File: config.mk
export PLATFORM = sky130hd
export DESIGN_NAME = axi_rd_slave
export DESIGN_NICKNAME = d
export VERILOG_FILES = /design/src/rtl/axi_rd_slave.sv
export SDC_FILE = /design/constraint.sdc
export NUM_CORES = 1
export LEC_CHECK = 0
export CAP_MARGIN = 5
export CELL_PAD_IN_SITES_DETAIL_PLACEMENT = 1
export CELL_PAD_IN_SITES_GLOBAL_PLACEMENT = 2
export CORE_MARGIN = 3
export CORE_UTILIZATION = 32
export DETAILED_ROUTE_END_ITERATION = 16
export HOLD_SLACK_MARGIN = 0.12
export PLACE_DENSITY_LB_ADDON = 0.1
export SYNTH_ARGS = -nofsm -noshare
export SYNTH_HDL_FRONTEND = slang
export SYNTH_SLANG_ARGS = --single-unit
File: constraint.sdc
create_clock -name clk -period 5.5 [get_ports clk]
set_input_delay 0.55 -clock clk [delete_from_list [all_inputs] [get_ports clk]]
set_output_delay 0.55 -clock clk [all_outputs]
set_load 0.02 [all_outputs]
File: src/rtl/axi_rd_slave.sv
// AXI3-style read-only slave for ICache refill: one AR burst at a time, 1-cycle sync memory, 2-deep R buffer.
// Optional AXIS_RANGE_CHECK_EN: beats outside the BASE_ADDR window return DECERR without touching memory.
//
// state    | meaning
// ST_IDLE  | arready high, waiting for an AR handshake
// ST_LAT   | FIRST_LAT idle cycles before the first memory read
// ST_BURST | issuing reads / error beats and draining the R buffer
module axi_rd_slave #(
   parameter int          MEM_AW    = 12,
   parameter logic [31:0] BASE_ADDR = 32'h1FC0_0000,
   parameter int          FIRST_LAT = 0
) (
   input  logic              clk,
   input  logic              rst,
   input  logic [3:0]        s_arid,
   input  logic [31:0]       s_araddr,
   input  logic [3:0]        s_arlen,
   input  logic [2:0]        s_arsize,
   input  logic [1:0]        s_arburst,
   input  logic              s_arvalid,
   output logic              s_arready,
   output logic [3:0]        s_rid,
   output logic [31:0]       s_rdata,
   output logic [1:0]        s_rresp,
   output logic              s_rlast,
   output logic              s_rvalid,
   input  logic              s_rready,
   output logic              mem_en,
   output logic [MEM_AW-1:0] mem_addr,
   input  logic [31:0]       mem_rdata
);

   typedef enum logic [1:0] {ST_IDLE, ST_LAT, ST_BURST} state_t;

   localparam logic [1:0] RESP_OKAY   = 2'b00;
   localparam logic [1:0] RESP_SLVERR = 2'b10;
   localparam logic [1:0] RESP_DECERR = 2'b11;
   localparam logic [3:0] LAT_INIT    = (FIRST_LAT > 0) ? 4'(FIRST_LAT - 1) : 4'd0;

   state_t            state_q, state_d;
   logic              arready_q, arready_d;
   logic [3:0]        id_q, id_d;
   logic [31:0]       addr_q, addr_d;
   logic [3:0]        len_q, len_d;
   logic [1:0]        burst_q, burst_d;
   logic              err_q, err_d;
   logic [3:0]        lat_q, lat_d;
   logic [4:0]        iss_q, iss_d;
   logic              pend_q, pend_d;
   logic [1:0]        pend_resp_q, pend_resp_d;
   logic              pend_last_q, pend_last_d;
   logic [1:0][31:0]  b_data_q, b_data_d;
   logic [1:0][1:0]   b_resp_q, b_resp_d;
   logic [1:0]        b_last_q, b_last_d;
   logic [1:0]        cnt_q, cnt_d;

   logic        head_valid, head_last, pop, issue, ar_err, in_range;
   logic [31:0] pend_data, head_data, next_addr, wrap_mask;
   logic [1:0]  head_resp, beat_resp;

   always_ff @(posedge clk or posedge rst) begin
      if (rst) begin
         state_q     <= ST_IDLE;
         arready_q   <= 1'b0;
         id_q        <= '0;
         addr_q      <= '0;
         len_q       <= '0;
         burst_q     <= '0;
         err_q       <= 1'b0;
         lat_q       <= '0;
         iss_q       <= '0;
         pend_q      <= 1'b0;
         pend_resp_q <= '0;
         pend_last_q <= 1'b0;
         b_data_q    <= '0;
         b_resp_q    <= '0;
         b_last_q    <= '0;
         cnt_q       <= '0;
      end else begin
         state_q     <= state_d;
         arready_q   <= arready_d;
         id_q        <= id_d;
         addr_q      <= addr_d;
         len_q       <= len_d;
         burst_q     <= burst_d;
         err_q       <= err_d;
         lat_q       <= lat_d;
         iss_q       <= iss_d;
         pend_q      <= pend_d;
         pend_resp_q <= pend_resp_d;
         pend_last_q <= pend_last_d;
         b_data_q    <= b_data_d;
         b_resp_q    <= b_resp_d;
         b_last_q    <= b_last_d;
         cnt_q       <= cnt_d;
      end
   end

   always_comb begin
      state_d     = state_q;
      id_d        = id_q;
      addr_d      = addr_q;
      len_d       = len_q;
      burst_d     = burst_q;
      err_d       = err_q;
      lat_d       = lat_q;
      iss_d       = iss_q;
      pend_d      = 1'b0;
      pend_resp_d = pend_resp_q;
      pend_last_d = pend_last_q;
      b_data_d    = b_data_q;
      b_resp_d    = b_resp_q;
      b_last_d    = b_last_q;
      cnt_d       = cnt_q;

      // A beat read last cycle is presented straight from mem_rdata when the buffer is empty
      pend_data  = (pend_resp_q == RESP_OKAY) ? mem_rdata : 32'd0;
      head_valid = (cnt_q != 2'd0) || pend_q;
      head_data  = (cnt_q != 2'd0) ? b_data_q[0] : pend_data;
      head_resp  = (cnt_q != 2'd0) ? b_resp_q[0] : pend_resp_q;
      head_last  = (cnt_q != 2'd0) ? b_last_q[0] : pend_last_q;
      pop        = head_valid && s_rready;

      if (pop && (cnt_q != 2'd0)) begin
         b_data_d[0] = b_data_q[1];
         b_resp_d[0] = b_resp_q[1];
         b_last_d[0] = b_last_q[1];
         cnt_d       = cnt_q - 2'd1;
      end
      if (pend_q && !(pop && (cnt_q == 2'd0))) begin
         b_data_d[cnt_d[0]] = pend_data;
         b_resp_d[cnt_d[0]] = pend_resp_q;
         b_last_d[cnt_d[0]] = pend_last_q;
         cnt_d              = cnt_d + 2'd1;
      end

`ifdef AXIS_RANGE_CHECK_EN
      in_range = (addr_q[31:MEM_AW+2] == BASE_ADDR[31:MEM_AW+2]);
`else
      in_range = 1'b1;
`endif
      beat_resp = err_q ? RESP_SLVERR : (in_range ? RESP_OKAY : RESP_DECERR);

      wrap_mask = {26'd0, len_q, 2'b11};
      case (burst_q)
         2'b00:   next_addr = addr_q;
         2'b10:   next_addr = (addr_q & ~wrap_mask) | ((addr_q + 32'd4) & wrap_mask);
         default: next_addr = addr_q + 32'd4;
      endcase

      // Occupancy counted after this cycle's pop/push so a full-rate stream never bubbles
      issue  = (state_q == ST_BURST) && (iss_q <= {1'b0, len_q}) && (cnt_d < 2'd2);
      mem_en = issue && (beat_resp == RESP_OKAY);
      if (issue) begin
         pend_d      = 1'b1;
         pend_resp_d = beat_resp;
         pend_last_d = (iss_q[3:0] == len_q);
         iss_d       = iss_q + 5'd1;
         addr_d      = next_addr;
      end

      ar_err = (s_arsize != 3'b010) || (s_arburst == 2'b11) ||
               ((s_arburst == 2'b10) && !((s_arlen == 4'd1) || (s_arlen == 4'd3) ||
                                          (s_arlen == 4'd7) || (s_arlen == 4'd15)));

      case (state_q)
         ST_IDLE: begin
            if (s_arvalid && arready_q) begin
               id_d    = s_arid;
               addr_d  = s_araddr;
               len_d   = s_arlen;
               burst_d = s_arburst;
               err_d   = ar_err;
               iss_d   = '0;
               lat_d   = LAT_INIT;
               state_d = (FIRST_LAT > 0) ? ST_LAT : ST_BURST;
            end
         end
         ST_LAT: begin
            if (lat_q == 4'd0) state_d = ST_BURST;
            else               lat_d   = lat_q - 4'd1;
         end
         ST_BURST: begin
            if (pop && head_last) state_d = ST_IDLE;
         end
         default: state_d = ST_IDLE;
      endcase

      arready_d = (state_d == ST_IDLE);
   end

   assign s_arready = arready_q;
   assign s_rvalid  = head_valid;
   assign s_rdata   = head_valid ? head_data : 32'd0;
   assign s_rresp   = head_valid ? head_resp : 2'b00;
   assign s_rlast   = head_valid && head_last;
   assign s_rid     = id_q;
   // Window offset; BASE_ADDR is window-aligned so this equals the low word-address bits
   assign mem_addr  = addr_q[MEM_AW+1:2] - BASE_ADDR[MEM_AW+1:2];

endmodule

======== Word-level counts from Yosys, hierarchy flattened ========
Index checks and enable logic that the tools add are counted.
word-level totals
  flip-flop bits (word level) ............. 131
  bits of input ports ..................... 81
cells by class
  $add $sub $neg .......................... 5
  magnitude comparators ................... 4
  equality and inequality tests ........... 13
  mux-type cells .......................... 39
  bitwise gates (word level) .............. 4
  reductions and logical operators ........ 31
operators with widths
  cell                                                  count
  two-way mux 32 bit                                    9
  bitwise mux 64 bit                                    1
  case mux 32 bit (2 select lines)                      1
  adder 32 x 3 -> 32 bit (second input constant)        1
  bitwise AND 32 bit                                    1
  bitwise AND 32 x 6 -> 32 bit                          1
  demux 32 bit (select 1 bit)                           1
  NOT 6 -> 32 bit                                       1
  OR 32 bit                                             1
  two-way mux 2 bit                                     11
  two-way mux 5 bit                                     3
  logical AND 1 bit                                     12
  logical NOT 2 bit                                     6
  equality test 2 bit (second input constant)           4
  two-way mux 4 bit                                     2
  case mux 4 bit (2 select lines)                       1
  logical OR 1 bit                                      6
  case mux 2 bit (3 select lines)                       1
  adder 5 x 1 -> 5 bit (second input constant)          1
  less-or-equal comparator 5 x 4 -> 1 bit               1
  two-way mux 1 bit                                     5
  bitwise mux 4 bit                                     1
  equality test 4 x 1 -> 1 bit (second input constant)  1
  equality test 4 x 2 -> 1 bit (second input constant)  1
  20 further kinds                                      23

======== Longest topological paths before layout ========
Gate-level depths: netlist (run 1).
  word-level depth ........................ 12
  depth in mapped cells ................... 10
  gate-level depth less buffers ........... 8

======== Worst setup path after synthesis (run 1) ========
No wires, ideal clock.
  path kind ............................... register to output
  start point ............................. register cnt_q[1]
  end point ............................... output port mem_en
  arrival ................................. 2075 ps
  path slack .............................. 2875 ps
  stages on the path, launching flop included .. 10
  path buffers ............................ 2
  cells stage by stage .................... dfrtp_1 inv_1 ha_1 nand2b_2 o221ai_2 a21oi_4 inv_2 buf_6 buf_2 nor3_1
on the way
  word-level cells in the longest chain between the ends .. 10
ends and longest elaborated chain
  element                                                    line      source
  start: declaration                                         55        logic [1:0] cnt_q, cnt_d;
  start signal: assignment                                   95        cnt_q <= cnt_d;
  nonzero test 2 bit                                         118, 124
  logical OR 1 bit                                           118       head_valid = (cnt_q != 2'd0) || pend_q;
  logical AND 1 bit                                          122       pop = head_valid && s_rready;
  logical AND 1 bit (on tied branches)                       124, 130
  two-way mux 2 bit or logical NOT 1 bit (tied branches)     124, 130
  adder 2 x 1 -> 2 bit or logical AND 1 bit (tied branches)  134, 130
  two-way mux 2 bit *                                        130       if (pend_q && !(pop && (cnt_q == 2'd0))) begin
  named net cnt_d[1]                                         55
  < comparator 2 bit *                                       152       issue = (state_q == ST_BURST) && (iss_q <= {1'b0, len_q}) && (cnt_d < 2'd2);
  logical AND 1 bit *                                        152
  logical AND 1 bit *                                        153       mem_en = issue && (beat_resp == RESP_OKAY);
  end: declaration                                           28        output logic mem_en,
Mark *: on every way through the listed nets, which the timed path passes. The rest lies on a longest branch.

======== Worst setup path after layout (run 1) ========
  start point ............................. register cnt_q[1]
  end point ............................... output port mem_en
on the way
  word-level cells in the longest chain between the ends .. 10
ends and longest elaborated chain
  element                                                    line
  nonzero test 2 bit                                         118, 124
  logical OR 1 bit                                           118
  logical AND 1 bit                                          122
  logical AND 1 bit (on tied branches)                       124, 130
  two-way mux 2 bit or logical NOT 1 bit (tied branches)     124, 130
  adder 2 x 1 -> 2 bit or logical AND 1 bit (tied branches)  134, 130
  two-way mux 2 bit *                                        130
  < comparator 2 bit *                                       152
  logical AND 1 bit *                                        152
  logical AND 1 bit *                                        153
Every way passes the cells marked *; elsewhere a longest branch is shown, timed or not.

==> metrics.md, run 1 <==
| Metric | Value |
|---|---|
| Die ar. | about 20000 um2 |
| RSZ-0062 raised after global routing | no |
| Seq pwr share | about 34% |
| Worst Reg-to-Reg Cells | 8 |
| Synth unique cells | 47 |
| Worst-case vdd ir drop | 0.186 mV |
| Grt met3 use | ~2.3% |
| Slew @ Worst Pin | between 900 and 1000 ps |
| Hold path cells | 2 |
| # rows | 48 |
| Num CTS Buffers | 9 |
| Placer Congestion | between 0.7 and 0.8 |
| Final Skew | ~7.7 ps |
| CTS tree | built |
| Register area share after synthesis | between 40% and 50% |
| Dominant cell type by area after synthesis | dfrtp_1 |
| Setup violators final | 0 |
| Maximum clock rate | ~0.24 GHz |
| Worst Hold End | s_rid[2] |
| Setup TNS | 0 ps |
| Initial DRT Pass Iterations | 4 |
| Hold_buf cts | 0 |
| PD cells | about 520 nW/um2 |
| Busiest grt layer | met2 |
| Drt total wl | approximately 16000 um |
| Initial drt markers | 226 |
| Sw Pwr | about 1.6 mW |
| Clock Power Share | ~17% |
| CP startpoint kind | register |
| Synthesized flop and latch total | between 100 and 150 |
| Worst skew pair latency | around 350 ps |
| Syn. warnings | 0 |
| Met2 Use GR | ~31% |
| DRC violations left | 0 |
| Worst slew margin | a little under two fifths |
| I/O pin total | roughly 140 |
| Height of the die | 140 um |
| Gates resized, CTS repair | 0 |
| RR Startpoint | cnt_q[1] |
| GR Util met1 | about a fifth |
| Initial Util | roughly a third |
| Number of global-route vias before repair | 5373 |
| Root Driver | clkbuf_16 |
| Antenna-violating nets left | 0 |
| Total setup buffers inserted after CTS | 0 |
| Reg clk slew, reported paths | 70 ps |
| Crit end category | output port |
| Critical Path AT | between 3000 and 4000 ps |
| First-pass GRT wire length | about 27000 um |
| Final period util | around 75% |
| Final #Nets | around 840 |
| Max FO, Critical Path | 43 |
| CTS max path bufs | 2 |
| Synth Net Count | 747 |
| Synth area leaders | dfrtp_1 48%, a21oi_1 6.8%, mux2_2 6.5% |
| Slew Viols, Final | 0 |
| Post-Synthesis Cells | around 660 |
| Syn Std Cell Area | roughly 5700 um2 |
| Final Hold Viols | 0 |
| Initial antenna violation count | 0 |
| # fillers | 2016 |
| Total GRT Usage | approximately 17% |
| IO buf count | 114 |
| Final HPWL DP | 10500 um |
| Area share of the largest cell type after synthesis | between 40% and 50% |
| Max Cap Viol | 0 |
| Switch share | about two fifths |
| Post-route minimum period | just over 4000 ps |
| Worst EP required | between 4000 and 5000 ps |
| Clock tree sinks | 109 |
| Final total power | between 3 and 4 mW |
| Cell-internal power | 2.23 mW |
| Startpoint of the worst hold path | s_rid[2] |
| Crit Path Category | reg2out |
| Share of layout cells above drive strength 1 | approximately 9% |
| Status | finished clean |
| Core Region | around 17000 um2 |
| # diodes | 0 |
| Syn-to-layout area delta | 28.3% |
| H-tree Lvls | 3 |
| Lkg Pwr | around 3.1 nW |
| Avg WL per Cell | approximately 17 um |
| Reg2reg setup slack | approximately 2300 ps |
| Largest net degree at the start of global routing | 69 |
| Placed insts | around 960 |
| Combinational power share | 48.9% |
| Non-filler cells, final | 975 |
| RR Endpoint | addr_q[12] |
| Die X | ~140 um |
| Avg Inst Size Synth | roughly 8.7 um2 |
| Vias | between 4000 and 5000 |
| Grt ovf | 0 |
| Vias per std cell | 5.09 |
| Worst min path class | reg2reg |
[cell usage after synthesis (all sizes together)]
| master | n |
|---|---|
| xnor2 | 1 |
| nor2b | 36 |
| clkbuf | 33 |
| a31o | 1 |
| a21o | 1 |
| o221ai | 2 |
| a31oi | 10 |
| or3b | 1 |
| mux2i | 2 |
| o21ai | 46 |
| a211o | 1 |
| o311ai | 3 |
| or4 | 11 |
| dfrtp | 109 |
| nor2 | 88 |
| o211ai | 1 |
| nand3 | 16 |
| o41ai | 2 |
| inv | 50 |
| a311o | 1 |
| nand2 | 67 |
| nor3b | 2 |
| xor2 | 2 |
| a22o | 1 |
| nor4b | 1 |
| a221oi | 1 |
| mux2 | 35 |
| nand2b | 4 |
| nor3 | 4 |
| a21oi | 79 |
| buf | 11 |
| ha | 10 |
| o2111ai | 1 |
| nand4 | 3 |
| o31ai | 9 |
| and3 | 6 |
| nand3b | 1 |
| a211oi | 2 |
| a21boi | 1 |
| o311a | 1 |
[cells by family after synthesis]
group | count (synthesis) | share of synthesized area, %
xor gates and xnor gates | 3 | 0.460
AOI/OAI and AO/OA | 163 | 16.5
buffers and inverters | 94 | 6.43
muxes | 37 | 7.24
and+or+nand+nor | 240 | 19.5
adders and majority gates | 10 | 2.19
DFF | 109 | 47.7
[worst max-delay path, cell delays in order (launching register included)]
cell and delay, ps:
dfrtp_1 410, inv_1 110, ha_2 780, nand2b_2 320
o221ai_2 130, a21oi_4 290, inv_2 280, nor3_1 270
clkdlybuf4s50_1 640
[registers in the layout (all words and copies together), names as in the netlist]
register     count
s_rid            4
burst_q          2
pend_last_q      1
pend_q           1
s_arready        1
pend_resp_q      1
len_q            4
err_q            1
iss_q            5
b_last_q         2
lat_q            4
b_resp_q         3
state_q          2
b_data_q        64
cnt_q            2
addr_q          12
[worst max path at each step]
stage | startpoint | to | slack (ps) | cells past startpoint
2_1_floorplan | rst | addr_q[10] | 2080 | 1
3_3_place_gp | cnt_q[1] | mem_en | 1730 | 8
3_5_place_dp | cnt_q[1] | mem_en | 1640 | 8
4_1_cts | cnt_q[1] | mem_en | 1240 | 8
5_1_grt | cnt_q[1] | mem_en | 1060 | 8
6_report | cnt_q[1] | mem_en | 1350 | 8
[metrics by stage]
step	hold slack (ps)	util [%]	setup WS, ps	instance area (um2)
after floorplan	458	-	2080	5720
after global routing	504	42.1	1060	7330
after global placement	460	40.4	1730	7040
after CTS	481	42.1	1240	7330
final	475	42.1	1350	7330
after detailed placement	462	40.4	1640	7040
[metal layers]
metal,up-vias,wire length (um)
met1,2483,7310
met5,-,0
met3,8,456
met2,80,8260
met4,0,175
li1,2394,-
[power groups by stage]
| stage | sequential, mW | clock, mW | combinational [mW] |
|---|---|---|---|
| CTS | 1.30 | 0.681 | 1.90 |
| floorplan | 1.31 | 0 | 1.17 |
| global placement | 1.29 | 0 | 1.83 |
| finish | 1.29 | 0.656 | 1.86 |
| detailed placement | 1.31 | 0 | 1.89 |
| global route | 1.34 | 0.715 | 2.06 |
[area by class of cell]
type	instances	area [um2]	area share, %
clock buffers	12	246	3.36
multi-input cells	453	2640	36.0
inverters	50	190	2.59
clock inverters	4	47.5	0.648
repair buffers	122	1200	16.4
well taps	225	282	3.84
flip-flops and latches	109	2730	37.2
[placed cells by master (no fill, tap or decap), types with 9 or more instances in the layout]
cell,n
a21oi_1,78
a31oi_1,10
clkbuf_16,9
clkdlybuf4s50_1,114
dfrtp_1,109
inv_1,47
mux2_2,33
nand2_1,67
nand3_1,16
nor2_1,87
nor2b_1,35
o21ai_0,38
o31ai_1,9
or4_1,11
(Power assumes the default switching activity.)
==> run 2: changes to the inputs <==
CORE_UTILIZATION = 30   (was 32)
clock period = 3.85 ns   (was 5.5 ns; I/O delays follow)
==> metrics.md, run 2 (same netlist as run 1, synthesis figures left out) <==
| Metric | Value |
|---|---|
| Status | finished clean |
| Slew Viols, Final | 0 |
| Top flop regs | b_data_q (64), addr_q (12), iss_q (5) |
| Worst EP required | approximately 3500 ps |
| Total setup buffers inserted after CTS | 0 |
| Reg clk slew, reported paths | approximately 60 ps |
| Final HPWL DP | roughly 11000 um |
| Max FO, Critical Path | 16 |
| Placer Congestion | about 0.76 |
| Worst skew pair latency | 360 ps |
| Most frequent cells in the layout | 114 x clkdlybuf4s50_1, 109 x dfrtp_1, 87 x nor2_1, 78 x a21oi_1, 67 x nand2_1 |
| I/O pin total | around 140 |
| Final Skew | slightly above 10 ps |
| Avg WL per Cell | approximately 17 um |
| Top delay family on crit path | buffers and inverters |
| Root Driver | clkbuf_16 |
| IO buf count | between 100 and 150 |
| Post-route minimum period | 3320 ps |
| Placed inst area | a little over 7000 um2 |
| Hold path cells | 2 |
| Maximum clock rate | just over 0.3 GHz |
| Share of layout cells above drive strength 1 | a little under a tenth |
| Number of global-route vias before repair | 5270 |
| Grt ovf | 0 |
| Height of the die | roughly 140 um |
| CP startpoint kind | register |
| Drt total wl | 16700 um |
| # rows | 49 |
| Commonest non-fill, non-tap cell in the layout | clkdlybuf4s50_1 |
| Max Cap Viol | 0 |
| Initial DRT Pass Iterations | 5 |
| Vias | 4943 |
| Worst slew margin | between 20% and 30% |
| Initial Util | a little under a third |
| Post-route cell area | between 7000 and 8000 um2 |
| Final Hold Viols | 0 |
| Worst min path class | reg2reg |
| Antenna-violating nets left | 0 |
| Vias per std cell | around 5.0 |
| Slowest CP cell | clkdlybuf4s50_1 |
| # diodes | 0 |
| Setup violators final | 0 |
| H-tree Lvls | 3 |
| First-pass GRT wire length | between 20000 and 30000 um |
| Worst-case vdd ir drop | 0.277 mV |
| Largest net degree at the start of global routing | 69 |
| Setup TNS | 0 ps |
| Final period util | between 80% and 90% |
| Worst path max stage delay | approximately 660 ps |
| DRC violations left | 0 |
| Critical Path Source | cnt_q[1] |
| Initial antenna violation count | 0 |
| Critical Path AT | between 2000 and 3000 ps |
| CTS tree | built |
| Hold_buf cts | 0 |
| Lkg Pwr | between 3 and 4 nW |
| Crit end category | output port |
| Final #Nets | between 800 and 900 |
| Worst Hold End | s_rid[1] |
| Final total power | ~5.5 mW |
| Worst path cell trace | inv_1 > ha_2 > nand2b_2 > o311ai_1 > a21oi_4 > inv_2 > nor3_1 > clkdlybuf4s50_1 |
| Reg2reg setup slack | 1100 ps |
| Die X | 144 um |
| Clock tree sinks | approximately 110 |
| Non-filler cells, final | about 980 |
| RSZ-0062 raised after global routing | no |
| Slew @ Worst Pin | 1130 ps |
| Worst Reg-to-Reg Cells | 9 |
| Buffers plus inverters on the worst setup path | 3 |
| RR Endpoint | addr_q[10] |
| Num CTS Buffers | 9 |
| Initial drt markers | about 170 |
| Die ar. | just over 20000 um2 |
| Syn-to-layout area delta | 29.3% |
| Placed insts | 966 |
| Largest Register | b_data_q |
| PD cells | 749 nW/um2 |
| RR Startpoint | cnt_q[1] |
| Total GRT Usage | ~17% |
| Core Region | 18300 um2 |
| Crit Path Category | reg2out |
| CTS max path bufs | 2 |
| Max reg flops | 64 |
| Final Core Density | between 40% and 50% |
| Gates resized, CTS repair | 0 |
| Startpoint of the worst hold path | s_rid[1] |
run 2: cell count changes in the layout (fill, tap and decap cells not counted), sizes merged:
cell | previous run | this run
buf | 8 | 11
clkinv | 2 | 3
clkinvlp | 1 | 0
run 2: cell type report:
class,instances,area (um2)
repair buffers,125,1240
flip-flops and latches,109,2730
inverters,50,190
clock buffers,12,267
clock inverters,4,45.0
well taps,229,287
multi-input cells,453,2640
fillers,2108,10900
run 2: where the power goes:
part           total, mW  internal (mW)  leakage (nW)  switching, mW
sequential          1.84           1.57          1.39          0.272
combinational       2.72           1.13          1.59           1.59
clock              0.981          0.555         0.158          0.426
run 2: worst max-delay path by stage:
stage	endpoint	slack [ps]	cells past startpoint
2_1_floorplan	addr_q[10]	590	1
3_3_place_gp	mem_en	820	7
3_5_place_dp	mem_en	830	7
4_1_cts	mem_en	490	8
5_1_grt	mem_en	290	8
6_report	mem_en	530	8
run 2: metrics by stage:
stage | hold slack, ps | worst slack (ps)
global route | 520 | 294
finish | 481 | 534
detailed placement | 477 | 833
global placement | 460 | 823
CTS | 489 | 489
floorplan | 458 | 591
run 2: worst reg2reg max path: cells and delay by family, from the launching register on:
family / cells / cell delay, ps
compound gates: 3 / 650
fa+ha+maj: 1 / 390
buf+inv: 3 / 410
flops: 1 / 420
simple gates: 2 / 800
run 2: layer usage:
metal / global-route usage (%) / share of wire [%] / vias up
met5: 0 / 0 / -
li1: - / - / 2398
met4: 4.91 / 1.3 / 0
met2: 29.2 / 51 / 83
met1: 21.4 / 45 / 2451
met3: 2.38 / 2.9 / 11
